<file path="config.mk">
export PLATFORM = sky130hd
export DESIGN_NAME = fdiv16_iter_flat
export DESIGN_NICKNAME = d
export VERILOG_FILES = /design/src/rtl/fdiv16_if.sv /design/src/rtl/fdiv16_iter.sv /design/src/flat_wrapper.sv
export SDC_FILE = /design/constraint.sdc
export NUM_CORES = 1
export LEC_CHECK = 0
export CORE_MARGIN = 5
export CORE_UTILIZATION = 62
export DETAILED_ROUTE_END_ITERATION = 16
export DONT_BUFFER_PORTS = 1
export PLACE_DENSITY = 0.78
export SYNTH_ARGS = -nofsm -noshare
export SYNTH_HDL_FRONTEND = slang
export SYNTH_SLANG_ARGS = --single-unit
</file>
<file path="constraint.sdc">
create_clock -name clk -period 2.9 [get_ports clk]
set_input_delay 0.87 -clock clk [delete_from_list [all_inputs] [get_ports clk]]
set_output_delay 0.87 -clock clk [all_outputs]
set_load 0.01 [all_outputs]
</file>
<file path="src/rtl/fdiv16_if.sv">
// fdiv16_if: start/done handshake and operand/result bus for the fp16 divider
interface fdiv16_if;
  logic        start;
  logic [15:0] a;
  logic [15:0] b;
  logic        busy;
  logic        done;
  logic [15:0] result;
  logic        div_by_zero;
  modport master (output start, a, b, input busy, done, result, div_by_zero);
  modport slave (input start, a, b, output busy, done, result, div_by_zero);
endinterface

</file>
<file path="src/rtl/fdiv16_iter.sv">
// fdiv16_iter: iterative fp16 divider (restoring, 12 quotient bits, truncated, no denormals); ports clk, rst_n, io (start/a/b in, busy/done/result/div_by_zero out)
module fdiv16_iter #(
  parameter logic [4:0] BIAS  = 5'd15,
  parameter int         QBITS = 12
) (
  input logic clk,
  input logic rst_n,
  fdiv16_if.slave io
);
  typedef enum logic [1:0] {IDLE, DIVIDE, NORM, DONE} state_t;
  state_t      state_q;
  logic        sign_q, za_q, zb_q, busy_q, done_q, dbz_q;
  logic [4:0]  exp_q;
  logic [11:0] rem_q, quo_q;
  logic [10:0] div_q;
  logic [3:0]  cnt_q;
  logic [15:0] result_q;
  logic        ge;
  logic [11:0] rem_d, quo_d;
  logic [9:0]  mant;
  logic [4:0]  exp_n, exp_d;
  logic [15:0] result_d;
  always_comb begin
    ge       = rem_q >= {1'b0, div_q};
    rem_d    = ge ? (rem_q - {1'b0, div_q}) << 1 : rem_q << 1;
    quo_d    = {quo_q[10:0], ge};
    mant     = quo_q[11] ? quo_q[10:1] : quo_q[9:0];
    exp_n    = quo_q[11] ? exp_q : exp_q - 5'd1;
    exp_d    = io.a[14:10] - io.b[14:10] + BIAS;
    result_d = (za_q && zb_q) ? 16'h7E00 :
               zb_q ? {sign_q, 5'h1F, 10'h0} :
               za_q ? {sign_q, 15'h0} : {sign_q, exp_n, mant};
  end
  always_ff @(posedge clk or negedge rst_n) begin
    if (!rst_n) begin
      state_q  <= IDLE;
      sign_q   <= 1'b0;
      za_q     <= 1'b0;
      zb_q     <= 1'b0;
      busy_q   <= 1'b0;
      done_q   <= 1'b0;
      dbz_q    <= 1'b0;
      exp_q    <= '0;
      rem_q    <= '0;
      quo_q    <= '0;
      div_q    <= '0;
      cnt_q    <= '0;
      result_q <= '0;
    end else begin
      case (state_q)
        IDLE, DONE: begin
          done_q <= 1'b0;
          if (io.start) begin
            sign_q  <= io.a[15] ^ io.b[15];
            za_q    <= io.a[14:0] == 15'h0;
            zb_q    <= io.b[14:0] == 15'h0;
            exp_q   <= exp_d;
            rem_q   <= {2'b01, io.a[9:0]};
            div_q   <= {1'b1, io.b[9:0]};
            quo_q   <= '0;
            cnt_q   <= '0;
            busy_q  <= 1'b1;
            state_q <= DIVIDE;
          end
        end
        DIVIDE: begin
          rem_q <= rem_d;
          quo_q <= quo_d;
          cnt_q <= cnt_q + 4'd1;
          if (cnt_q == 4'(QBITS - 1)) state_q <= NORM;
        end
        NORM: begin
          result_q <= result_d;
          dbz_q    <= zb_q;
          done_q   <= 1'b1;
          busy_q   <= 1'b0;
          state_q  <= DONE;
        end
      endcase
    end
  end
  assign io.busy        = busy_q;
  assign io.done        = done_q;
  assign io.result      = result_q;
  assign io.div_by_zero = dbz_q;
endmodule

</file>
<file path="src/flat_wrapper.sv">
// flat-port wrapper written by rule: the top's interface ports become plain ports
module fdiv16_iter_flat 
#(
  parameter logic [4:0] BIAS  = 5'd15,
  parameter int         QBITS = 12
)
  (clk, rst_n, io_start, io_a, io_b, io_busy, io_done, io_result, io_div_by_zero);
  fdiv16_if io_i ();
  input logic clk;
  input logic rst_n;
  input wire logic [$bits(io_i.start)-1:0] io_start;
  input wire logic [$bits(io_i.a)-1:0] io_a;
  input wire logic [$bits(io_i.b)-1:0] io_b;
  output wire logic [$bits(io_i.busy)-1:0] io_busy;
  output wire logic [$bits(io_i.done)-1:0] io_done;
  output wire logic [$bits(io_i.result)-1:0] io_result;
  output wire logic [$bits(io_i.div_by_zero)-1:0] io_div_by_zero;
  assign io_i.start = io_start;
  assign io_i.a = io_a;
  assign io_i.b = io_b;
  assign io_busy = io_i.busy;
  assign io_done = io_i.done;
  assign io_result = io_i.result;
  assign io_div_by_zero = io_i.div_by_zero;
  fdiv16_iter #(.BIAS(BIAS), .QBITS(QBITS)) u_core (.clk(clk), .rst_n(rst_n), .io(io_i));
endmodule
</file>
Word level (Yosys, flattened, before mapping)
Index checks and enable logic that the tools add are counted. Widths: inputs -> output; s select.

Flip-flop bits (word level): 68. Input port bits: 35. Word-level logic and storage cells: 55.

Add/sub/neg operators: 5. Magnitude comparators: 1. Eq/ne operators: 6. Mux-type cells: 18. Bitwise logic cells: 1. Reductions and logical operators: 11.

Operators with widths (number): $pmux 12 s2 (2); $mux 12 (3); $logic_not 15->1 (2); $mux 15 (2); $mux 16 (1); $ge 12x11->1 (1); $sub 11x11->11 (1); $mux 10 (1); $pmux 4 s2 (1); $reduce_and 2->1 (4); $pmux 2 s3 (1); $add 5x4->5 const B (1); $mux 5 (1); $sub 5x1->5 const B (1); $sub 5x5->5 (1); $add 4x1->4 const B (1); $eq 2x2->1 const B (2); $eq 4x4->1 const B (1); $mux 2 (2); $mux 4 (1); $pmux 1 s2 (2); $reduce_bool 2->1 (2); $eq 2x1->1 const B (1); $logic_not 2->1 (1); 6 further kinds (6).

Logic depth before layout (Yosys ltp)
Gate-level depths: netlist of the first run.

Depth after elaboration: 5. Depth in mapped cells: 10. Gate-level depth less buffers: 9.

Worst setup path after synthesis of the first run
OpenSTA, ideal clock, no wires.

Path type: reg2reg. Start point: register u_core.div_q[0]. End point: register u_core.rem_q[5]. Setup time: 0.137 ns. Arrival time: 2.061 ns. Required time: 2.763 ns. Path slack: 0.701 ns. Cell stages (with the launch flop): 10. Path buffers: 1. Period minus slack after synthesis: 2.199 ns. Cells stage by stage: dfrtp_1 > ha_1 > fa_1 > nand2b_1 > a21oi_1 > a41oi_1 > o21ai_2 > buf_6 > mux2i_1 > a21oi_1.

Word-level cells in the longest chain between the ends: 3. Elaborated cells between the ends (all ways): 4.

RTL lines: start, declared (line fdiv16_iter.sv:15) `logic [10:0] div_q;`; start signal, assigned (line fdiv16_iter.sv:59) `div_q <= {1'b1, io.b[9:0]};`; $sub 11x11->11 / $ge 12x11->1 (equally long branches) (line fdiv16_iter.sv:25, fdiv16_iter.sv:24); $mux 12 (*) (line fdiv16_iter.sv:25) `rem_d = ge ? (rem_q - {1'b0, div_q}) << 1 : rem_q << 1;`; $pmux 12 s2 (*) (line fdiv16_iter.sv:50) `case (state_q)`; end signal, assigned (line fdiv16_iter.sv:58) `rem_q <= {2'b01, io.a[9:0]};`; end signal, assigned (line fdiv16_iter.sv:67) `rem_q <= rem_d;`; end, declared (line fdiv16_iter.sv:14) `logic [11:0] rem_q, quo_q;`.

Mark *: on every way between the ends. The rest lies on a longest branch, timed or not. A chain may end at the register's enable or synchronous reset.

Worst setup path after layout of the first run
Start point: register u_core.rem_q[0]. End point: register u_core.rem_q[7].

Word-level cells in the longest chain between the ends: 3. Elaborated cells between the ends (all ways): 4.

RTL lines (line): $sub 11x11->11 / $ge 12x11->1 (equally long branches) (fdiv16_iter.sv:25, fdiv16_iter.sv:24); $mux 12 (*) (fdiv16_iter.sv:25); $pmux 12 s2 (*) (fdiv16_iter.sv:50).

Marks and branches as above.

==> flow_summary.json, run 1 <==
{
  "synth_top_area_share_pct": 44.0,
  "syn_area_mm2": 0.00386,
  "cts-buffers-inserted": 9,
  "multi_input_area_mm2": 0.00196,
  "r2r_end": "u_core.rem_q[7]",
  "final_core_util_pct": 68.5,
  "start_util_pct": 64.5,
  "port_buffers": 0,
  "clk_path_buf_depth": 2,
  "fmax_ghz": 0.393,
  "cts.hold.buffers_added": 0,
  "drt_iter0_drc": 118,
  "fillCellCount": 472,
  "die_w_um": 88.9,
  "cts_resized": 0,
  "setup_tns_ps": 0,
  "drt-total-wl_um": 8250,
  "synth_seq_cells": 68,
  "fin_cells": 489,
  "synth_area_leader_cell": "dfrtp_1",
  "num_vias": 2918,
  "critPathMaxFanout": 10,
  "ff2ff_setup_slack_ps": 350,
  "p_clk_share_pct": 14.7,
  "hp-class": "input port to async pin",
  "row_count": 28,
  "clkSlewWorstSetupHoldPaths_ps": 70,
  "post_cts_buffers": 0,
  "seq_area_mm2": 0.00170,
  "wl_per_cell_um": 16.9,
  "clock_skew_ps": 6.98,
  "switching_share_pct": 44.1,
  "finalSetupViolCount": 0,
  "htree_levels": 3,
  "cts_tree": "yes",
  "drc": 0,
  "grt_pass1_wl_um": 13700,
  "end_kind": "flip-flop",
  "worst_slew_pin_slew_ps": 712,
  "antenna_found_initial": 0,
  "pin_count": 54,
  "ant_nets": 0,
  "overflow": 0,
  "syn_nets": 472,
  "sequentialPowerShare_pct": 30.5,
  "synth.yosys.seq_area_share_pct": 44.0,
  "grt_usage_pct": 22.6,
  "combPwrFrac_pct": 54.8,
  "p_leak_nw": 1.82,
  "powerDensity_mw_per_mm2": 1230,
  "layout_commonest_cell": "dfrtp_1",
  "insertedDiodeCount": 0,
  "crit_type": "flip-flop to flip-flop",
  "arrival_ps": 2770,
  "drv_cap": 0,
  "die_area_mm2": 0.00791,
  "p_int_mw": 2.81,
  "finalCritPeriodShare_pct": 87.8,
  "slew_headroom_pct": 52.5,
  "via_per_inst": 5.97,
  "clkLatencyLatePin_ps": 330,
  "grt_max_degree": 69,
  "synth_warnings": 0,
  "clockRootBuffer": "clkbuf_8",
  "r2r-start": "u_core.rem_q[0]",
  "dpl.hpwl_um": 6150,
  "rsz0062_at_grt": "false",
  "die_h_um": 88.9,
  "ir_drop_mv": 0.809,
  "synth_top_flop_cell": "dfrtp_1",
  "routabilityCongestion": 0.945,
  "period_needed_ps": 2550,
  "drive_gt1_share_pct": 6.76,
  "cp-start-kind": "flip-flop",
  "final_cell_mix": "dfrtp_1, nand2_1, nor2_1, inv_1, o21ai_0",
  "synth_area_leaders": "dfrtp_1, ha_1, mux2i_1, o21ai_0, nand2_1",
  "outcome": "finished, final reports clean",
  "hold_viol": 0,
  "synth_edf_count": 0,
  "nets": 470,
  "drt_first_pass_iters": 4,
  "p_switching_mw": 2.22,
  "clock_sinks": 68,
  "slew_violations": 0,
  "synth.avg_cell_area_um2": 9.38,
  "placeableCoreArea_mm2": 0.00599,
  "r2r_cells": 10,
  "yosysUniqueCellTypes": 52,
  "cp.required_ps": 3120,
  "grt_pass1_vias": 2820,
  "area_growth_pct": 6.22,
  "synthArstFlopShare_pct": 100,
  "dp.cells": 474,
  "synthCells": 412
}
-- cells in the mapped netlist, types with 3 or more instances --
| library cell | count |
|---|---|
| nor2b_1 | 8 |
| nor3_1 | 3 |
| xnor2_1 | 10 |
| o21a_1 | 5 |
| dfrtp_1 | 68 |
| nand2_1 | 40 |
| a21oi_1 | 28 |
| a22o_1 | 13 |
| mux2_2 | 3 |
| mux2i_1 | 17 |
| nor4_1 | 7 |
| o31ai_1 | 3 |
| o21ai_0 | 33 |
| or3_1 | 3 |
| inv_1 | 33 |
| clkbuf_1 | 14 |
| a31oi_1 | 3 |
| and3_1 | 3 |
| o22ai_1 | 12 |
| ha_1 | 23 |
| nor2_1 | 40 |
-- how the worst max path moves through the flow --
| stage | startpoint | to | slack [ps] | cells past startpoint |
|---|---|---|---|---|
| final | u_core.rem_q[0] | u_core.rem_q[7] | 350 | 10 |
| after global routing | u_core.rem_q[0] | u_core.rem_q[11] | 200 | 10 |
| after CTS | u_core.rem_q[0] | u_core.rem_q[7] | 370 | 10 |
| after detailed placement | u_core.rem_q[0] | u_core.rem_q[7] | 400 | 10 |
| after global placement | u_core.div_q[0] | u_core.rem_q[7] | 490 | 9 |
| after floorplan | u_core.div_q[0] | u_core.rem_q[5] | 700 | 9 |
-- per-layer routing --
layer,track usage (%),up-vias,part of all wire (%)
met5,0,-,0
met4,7.98,0,1.4
met3,3.69,11,4.9
met2,36.8,65,48
met1,30.9,1394,45
li1,-,1448,-
-- cells by family after synthesis --
group / after synthesis / synth area share [%]
XOR/XNOR: 12 / 2.72
adder cells (fa/ha/maj): 25 / 8.48
flip-flops: 68 / 44.0
buffers and inverters: 52 / 5.31
AO/OA/AOI/OAI: 117 / 19.9
multiplexers: 22 / 5.86
AND/OR/NAND/NOR: 116 / 13.7
-- power by group through the flow --
stage / clock network (mW) / logic, mW / registers, mW
3_5_place_dp: 0 / 2.74 / 1.55
6_report: 0.741 / 2.76 / 1.53
2_1_floorplan: 0 / 2.21 / 1.48
4_1_cts: 0.758 / 2.74 / 1.53
3_3_place_gp: 0 / 2.65 / 1.53
5_1_grt: 0.805 / 3.10 / 1.58
-- registers in the layout (all words and copies together) (netlist names), 2 cells and up --
name              cells
u_core.state_q        2
u_core.div_q         11
u_core.io.result     16
u_core.rem_q         12
u_core.cnt_q          4
u_core.quo_q         12
u_core.exp_q          5
-- through the flow --
step | setup WS (ps) | hold WS, ps | cell area, µm² | power (mW)
floorplan | 701 | 418 | 3860 | 3.69
global placement | 492 | 438 | 3920 | 4.18
detailed placement | 396 | 436 | 3920 | 4.28
CTS | 367 | 209 | 4100 | 5.03
global route | 202 | 195 | 4100 | 5.48
finish | 352 | 226 | 4100 | 5.03
-- area by class of cell --
cell class	instances	area share (%)
clock buffer	11	3.20
timing repair buffer	6	1.10
inverter	33	3.02
tap	75	2.29
sequential	68	41.5
clock inverter	4	1.25
multi-input combinational	292	47.7
-- critical path, stage by stage (launching register included) --
cell and delay, ps:
dfrtp_1 360, inv_1 60, ha_1 200, fa_1 420, nand2b_1 180, a21oi_1 190
a41oi_1 90, o21ai_2 390, buf_4 240, o21ai_0 90, a31o_2 210
(Power assumes the default switching activity.)
==> run 2, diff against run 1 <==
--- a/config.mk
+++ b/config.mk
@@ -5,11 +5,11 @@
 export SDC_FILE = /design/constraint.sdc
 export NUM_CORES = 1
 export LEC_CHECK = 0
-export CORE_MARGIN = 5
 export CORE_UTILIZATION = 62
 export DETAILED_ROUTE_END_ITERATION = 16
 export DONT_BUFFER_PORTS = 1
 export PLACE_DENSITY = 0.78
+export REMOVE_ABC_BUFFERS = 1
 export SYNTH_ARGS = -nofsm -noshare
 export SYNTH_HDL_FRONTEND = slang
 export SYNTH_SLANG_ARGS = --single-unit
==> run 2 against run 1 <==
Effect of this change: via count decreased by 0.38%; sequential power about the same; critical endpoint is now u_core.rem_q[9]; worst setup slack improved by 4.9 ps; non-clock buffer count unchanged; largest cell class unchanged; first-iteration DRC count increased by 60%; largest power group unchanged.
==> flow_summary.json, run 2 (synthesized netlist as in run 1, its figures left out) <==
{
  "drv_cap": 0,
  "r2r-start": "u_core.rem_q[0]",
  "largest_reg_flops": 16,
  "port_buffers": 0,
  "die_h_um": 80.9,
  "ant_nets": 0,
  "clkLatencyLatePin_ps": 350,
  "nets": 470,
  "hold_viol": 0,
  "finalCritPeriodShare_pct": 87.7,
  "cts_tree": "yes",
  "clock_sinks": 68,
  "drt-total-wl_um": 8030,
  "row_count": 28,
  "r2r_cells": 10,
  "rsz0062_at_grt": "false",
  "fillCellCount": 472,
  "start_util_pct": 64.9,
  "crit_type": "flip-flop to flip-flop",
  "powerDensity_mw_per_mm2": 1260,
  "dpl-instance-area_mm2": 0.00392,
  "slew_headroom_pct": 52.9,
  "critPathMaxFanout": 10,
  "hp-class": "input port to async pin",
  "cts.hold.buffers_added": 0,
  "insertedDiodeCount": 0,
  "clk_path_buf_depth": 2,
  "clkSlewWorstSetupHoldPaths_ps": 80,
  "ir_drop_mv": 0.765,
  "drt_first_pass_iters": 4,
  "period_needed_ps": 2540,
  "drive_gt1_share_pct": 7.23,
  "setup_tns_ps": 0,
  "overflow": 0,
  "clockRootBuffer": "clkbuf_8",
  "finalSetupViolCount": 0,
  "drc": 0,
  "die_area_mm2": 0.00655,
  "r2r_end": "u_core.rem_q[9]",
  "slew_violations": 0,
  "cts_resized": 0,
  "num_vias": 2907,
  "clock_skew_ps": 9.33,
  "arrival_ps": 2770,
  "placeableCoreArea_mm2": 0.00596,
  "final_cell_mix": "dfrtp_1, nand2_1, nor2_1, inv_1, o21ai_0",
  "finalInstanceArea_mm2": 0.00416,
  "area_growth_pct": 7.67,
  "cp-start-kind": "flip-flop",
  "grt_pass1_wl_um": 13300,
  "dpl.hpwl_um": 5660,
  "grt_pass1_vias": 2818,
  "antenna_found_initial": 0,
  "multi_input_area_mm2": 0.00196,
  "cp.required_ps": 3130,
  "via_per_inst": 5.93,
  "wl_per_cell_um": 16.4,
  "worst_slew_pin_slew_ps": 706,
  "outcome": "finished, final reports clean",
  "cts-buffers-inserted": 9,
  "fmax_ghz": 0.393,
  "layout_commonest_cell": "dfrtp_1",
  "pin_count": 54,
  "p_leak_nw": 1.85,
  "seq_area_mm2": 0.00170,
  "ff2ff_setup_slack_ps": 360,
  "end_kind": "flip-flop",
  "grt_usage_pct": 27.4,
  "routabilityCongestion": 0.917,
  "die_w_um": 80.9,
  "post_cts_buffers": 0,
  "drt_iter0_drc": 189,
  "htree_levels": 3,
  "grt_max_degree": 69
}
## run 2: where the power goes
part	internal (mW)	leakage (nW)	switching, mW
clock	0.573	0.117	0.367
combinational	1.16	0.869	1.61
sequential	1.27	0.865	0.264
## run 2: area by class of cell
class                           instances  share of cell area [%]
Multi-Input combinational cell        292                    47.0
Inverter                               33                    2.98
Tap cell                               75                    2.26
Clock buffer                           10                    3.07
Clock inverter                          6                    2.68
Timing Repair Buffer                    6                    1.08
Sequential cell                        68                    40.9
## run 2: per-layer routing
layer,vias to the layer above,routed length [µm],GRT usage (%)
li1,1451,-,-
met1,1366,3600,35.3
met2,82,3860,43.9
met3,8,453,5.17
met4,0,121,14.3
met5,-,0,0
## run 2: stage by stage
| step | setup slack [ps] | util, % | power, mW | cells | hold WS [ps] |
|---|---|---|---|---|---|
| floorplan | 501 | - | 3.61 | 393 | 418 |
| global placement | 492 | 65.8 | 4.15 | 474 | 431 |
| detailed placement | 412 | 65.8 | 4.25 | 474 | 445 |
| CTS | 362 | 69.9 | 5.23 | 490 | 194 |
| global route | 137 | 69.9 | 5.66 | 490 | 189 |
| finish | 357 | 69.9 | 5.23 | 490 | 208 |
## run 2: worst max-delay path by stage
stage                               start              end  slack [ps]
after floorplan           u_core.div_q[0]  u_core.rem_q[2]         500
after global placement    u_core.div_q[0]  u_core.rem_q[7]         490
after detailed placement  u_core.rem_q[0]  u_core.rem_q[9]         410
after CTS                 u_core.rem_q[0]  u_core.rem_q[9]         360
after global routing      u_core.rem_q[0]  u_core.rem_q[9]         140
final                     u_core.rem_q[0]  u_core.rem_q[9]         360
## run 2: worst max-delay path, cell delays in order, from the launching register on
cell and delay, ps:
dfrtp_1 350, inv_1 60, ha_1 210, fa_1 410, nand2b_1 180, a21oi_1 180, a41oi_1 80, o21ai_2 380
buf_4 250, o21ai_0 100, a31o_2 220
==> run 3, diff against run 2 <==
--- a/config.mk
+++ b/config.mk
@@ -5,10 +5,12 @@
 export SDC_FILE = /design/constraint.sdc
 export NUM_CORES = 1
 export LEC_CHECK = 0
-export CORE_UTILIZATION = 62
+export CORE_MARGIN = 2
+export CORE_UTILIZATION = 60
 export DETAILED_ROUTE_END_ITERATION = 16
 export DONT_BUFFER_PORTS = 1
-export PLACE_DENSITY = 0.78
+export HOLD_SLACK_MARGIN = 0.15
+export PLACE_DENSITY = 0.76
 export REMOVE_ABC_BUFFERS = 1
 export SYNTH_ARGS = -nofsm -noshare
 export SYNTH_HDL_FRONTEND = slang
==> run 3 against run 2 <==
Effect of this change: clock power decreased by 17%; die area increased by 8.3%; critical path depth unchanged; non-clock buffer count unchanged; core utilization decreased by 4.2 points; power decreased by 3.0%; global-route usage decreased by 2.7 points; largest power group unchanged; first-iteration DRC count decreased by 24%; register-to-register slack improved by 30 ps; sequential share of layout area increased by 0.37 points; final cell count increased by 0.41%; sequential power about the same.
==> flow_summary.json, run 3 (synthesized netlist as in run 1, its figures left out) <==
{
  "fmax_ghz": 0.397,
  "port_buffers": 0,
  "clockRootBuffer": "clkbuf_8",
  "largest_reg_flops": 16,
  "die_w_um": 84.2,
  "p_switching_mw": 2.26,
  "nets": 470,
  "overflow": 0,
  "crit_type": "flip-flop to flip-flop",
  "hold_viol": 0,
  "clock_sinks": 68,
  "layout_commonest_cell": "dfrtp_1",
  "insertedDiodeCount": 0,
  "finalCritPeriodShare_pct": 86.8,
  "drt_iter0_drc": 144,
  "start_util_pct": 61.6,
  "routabilityCongestion": 0.927,
  "drc": 0,
  "p_clk_share_pct": 15.4,
  "cts.hold.buffers_added": 0,
  "drive_gt1_share_pct": 7.47,
  "switching_share_pct": 44.5,
  "via_per_inst": 6.05,
  "slew_violations": 0,
  "period_needed_ps": 2520,
  "clock_skew_ps": 11.6,
  "die_area_mm2": 0.00710,
  "area_growth_pct": 6.70,
  "post_cts_buffers": 0,
  "cts_tree": "yes",
  "final_cell_mix": "dfrtp_1, nand2_1, nor2_1, inv_1, o21ai_0",
  "dpl.hpwl_um": 5760,
  "power.total_mw": 5.08,
  "grt_pass1_vias": 2930,
  "grt_max_degree": 69,
  "grt_pass1_wl_um": 14000,
  "arrival_ps": 2760,
  "cp-start-kind": "flip-flop",
  "sequentialPowerShare_pct": 30.1,
  "hp-class": "input port to async pin",
  "num_vias": 2978,
  "grt_usage_pct": 24.7,
  "cts_resized": 0,
  "critPathMaxFanout": 10,
  "pin_count": 54,
  "worst_slew_pin_slew_ps": 707,
  "slew_headroom_pct": 52.9,
  "end_kind": "flip-flop",
  "wl_per_cell_um": 16.6,
  "r2r-start": "u_core.rem_q[0]",
  "antenna_found_initial": 0,
  "ir_drop_mv": 0.759,
  "rsz0062_at_grt": "false",
  "outcome": "finished, final reports clean",
  "r2r_end": "u_core.rem_q[7]",
  "htree_levels": 3,
  "clkSlewWorstSetupHoldPaths_ps": 80,
  "finalSetupViolCount": 0,
  "p_int_mw": 2.82,
  "cp.required_ps": 3140,
  "clk_path_buf_depth": 2,
  "row_count": 29,
  "ff2ff_setup_slack_ps": 380,
  "cts-buffers-inserted": 9,
  "powerDensity_mw_per_mm2": 1230,
  "drv_cap": 0,
  "die_h_um": 84.2,
  "combPwrFrac_pct": 54.5,
  "ant_nets": 0,
  "placeableCoreArea_mm2": 0.00628,
  "drt_first_pass_iters": 4,
  "setup_tns_ps": 0,
  "drt-total-wl_um": 8170,
  "r2r_cells": 10,
  "hold_slack_ps": 209,
  "clkLatencyLatePin_ps": 350,
  "p_leak_nw": 1.83
}
==> run 3: cell count changes in the layout (fill, tap and decap cells not counted), sizes merged <==
| cell | change |
|---|---|
| clkbuf | -1 |
| bufinv | -2 |
| clkinvlp | +2 |
| clkinv | +1 |
==> run 3: per-layer routing <==
layer	track usage [%]	wire length, µm	up-vias
met5	0	0	-
met4	11.4	243	0
met3	5.70	438	23
met2	39.0	3740	85
met1	32.5	3750	1418
li1	-	-	1452
==> run 3: power groups by stage <==
stage               Sequential, mW  Combinational (mW)  Clock (mW)
floorplan                     1.48                2.13           0
global placement              1.53                2.64           0
detailed placement            1.54                2.72           0
CTS                           1.53                2.75       0.795
global route                  1.57                3.12       0.835
finish                        1.53                2.77       0.780
==> run 3: stage by stage <==
stage | area, µm² | instances | util (%) | setup WS [ps]
CTS | 4120 | 492 | 65.7 | 394
detailed placement | 3920 | 476 | 62.5 | 420
finish | 4120 | 492 | 65.7 | 383
global placement | 3920 | 476 | 62.5 | 481
global route | 4120 | 492 | 65.7 | 197
floorplan | 3780 | 393 | - | 501
==> run 3: worst max path at each step <==
stage / depth (start not counted) / end / start / slack [ps]
after global placement: 9 / u_core.rem_q[7] / u_core.div_q[0] / 480
after CTS: 9 / u_core.rem_q[8] / u_core.div_q[0] / 390
after detailed placement: 10 / u_core.rem_q[8] / u_core.rem_q[0] / 420
after floorplan: 8 / u_core.rem_q[2] / u_core.div_q[0] / 500
final: 10 / u_core.rem_q[7] / u_core.rem_q[0] / 380
after global routing: 10 / u_core.rem_q[7] / u_core.rem_q[0] / 200
==> run 3: cell type report <==
class,count,area (µm²)
inverter,33,124
multi-input combinational,292,1960
tap,77,96.3
timing repair buffer,6,45.0
clock buffer,9,124
sequential,68,1700
clock inverter,7,75.1
fill,490,2150
==> run 3: worst max-delay path: stages, from the launching register on <==
cell	delay, ps
dfrtp_1	360
inv_1	60
ha_1	210
fa_1	400
nand2b_1	180
a21oi_1	170
a41oi_1	80
o21ai_2	400
buf_4	250
o21ai_0	100
a31o_2	210
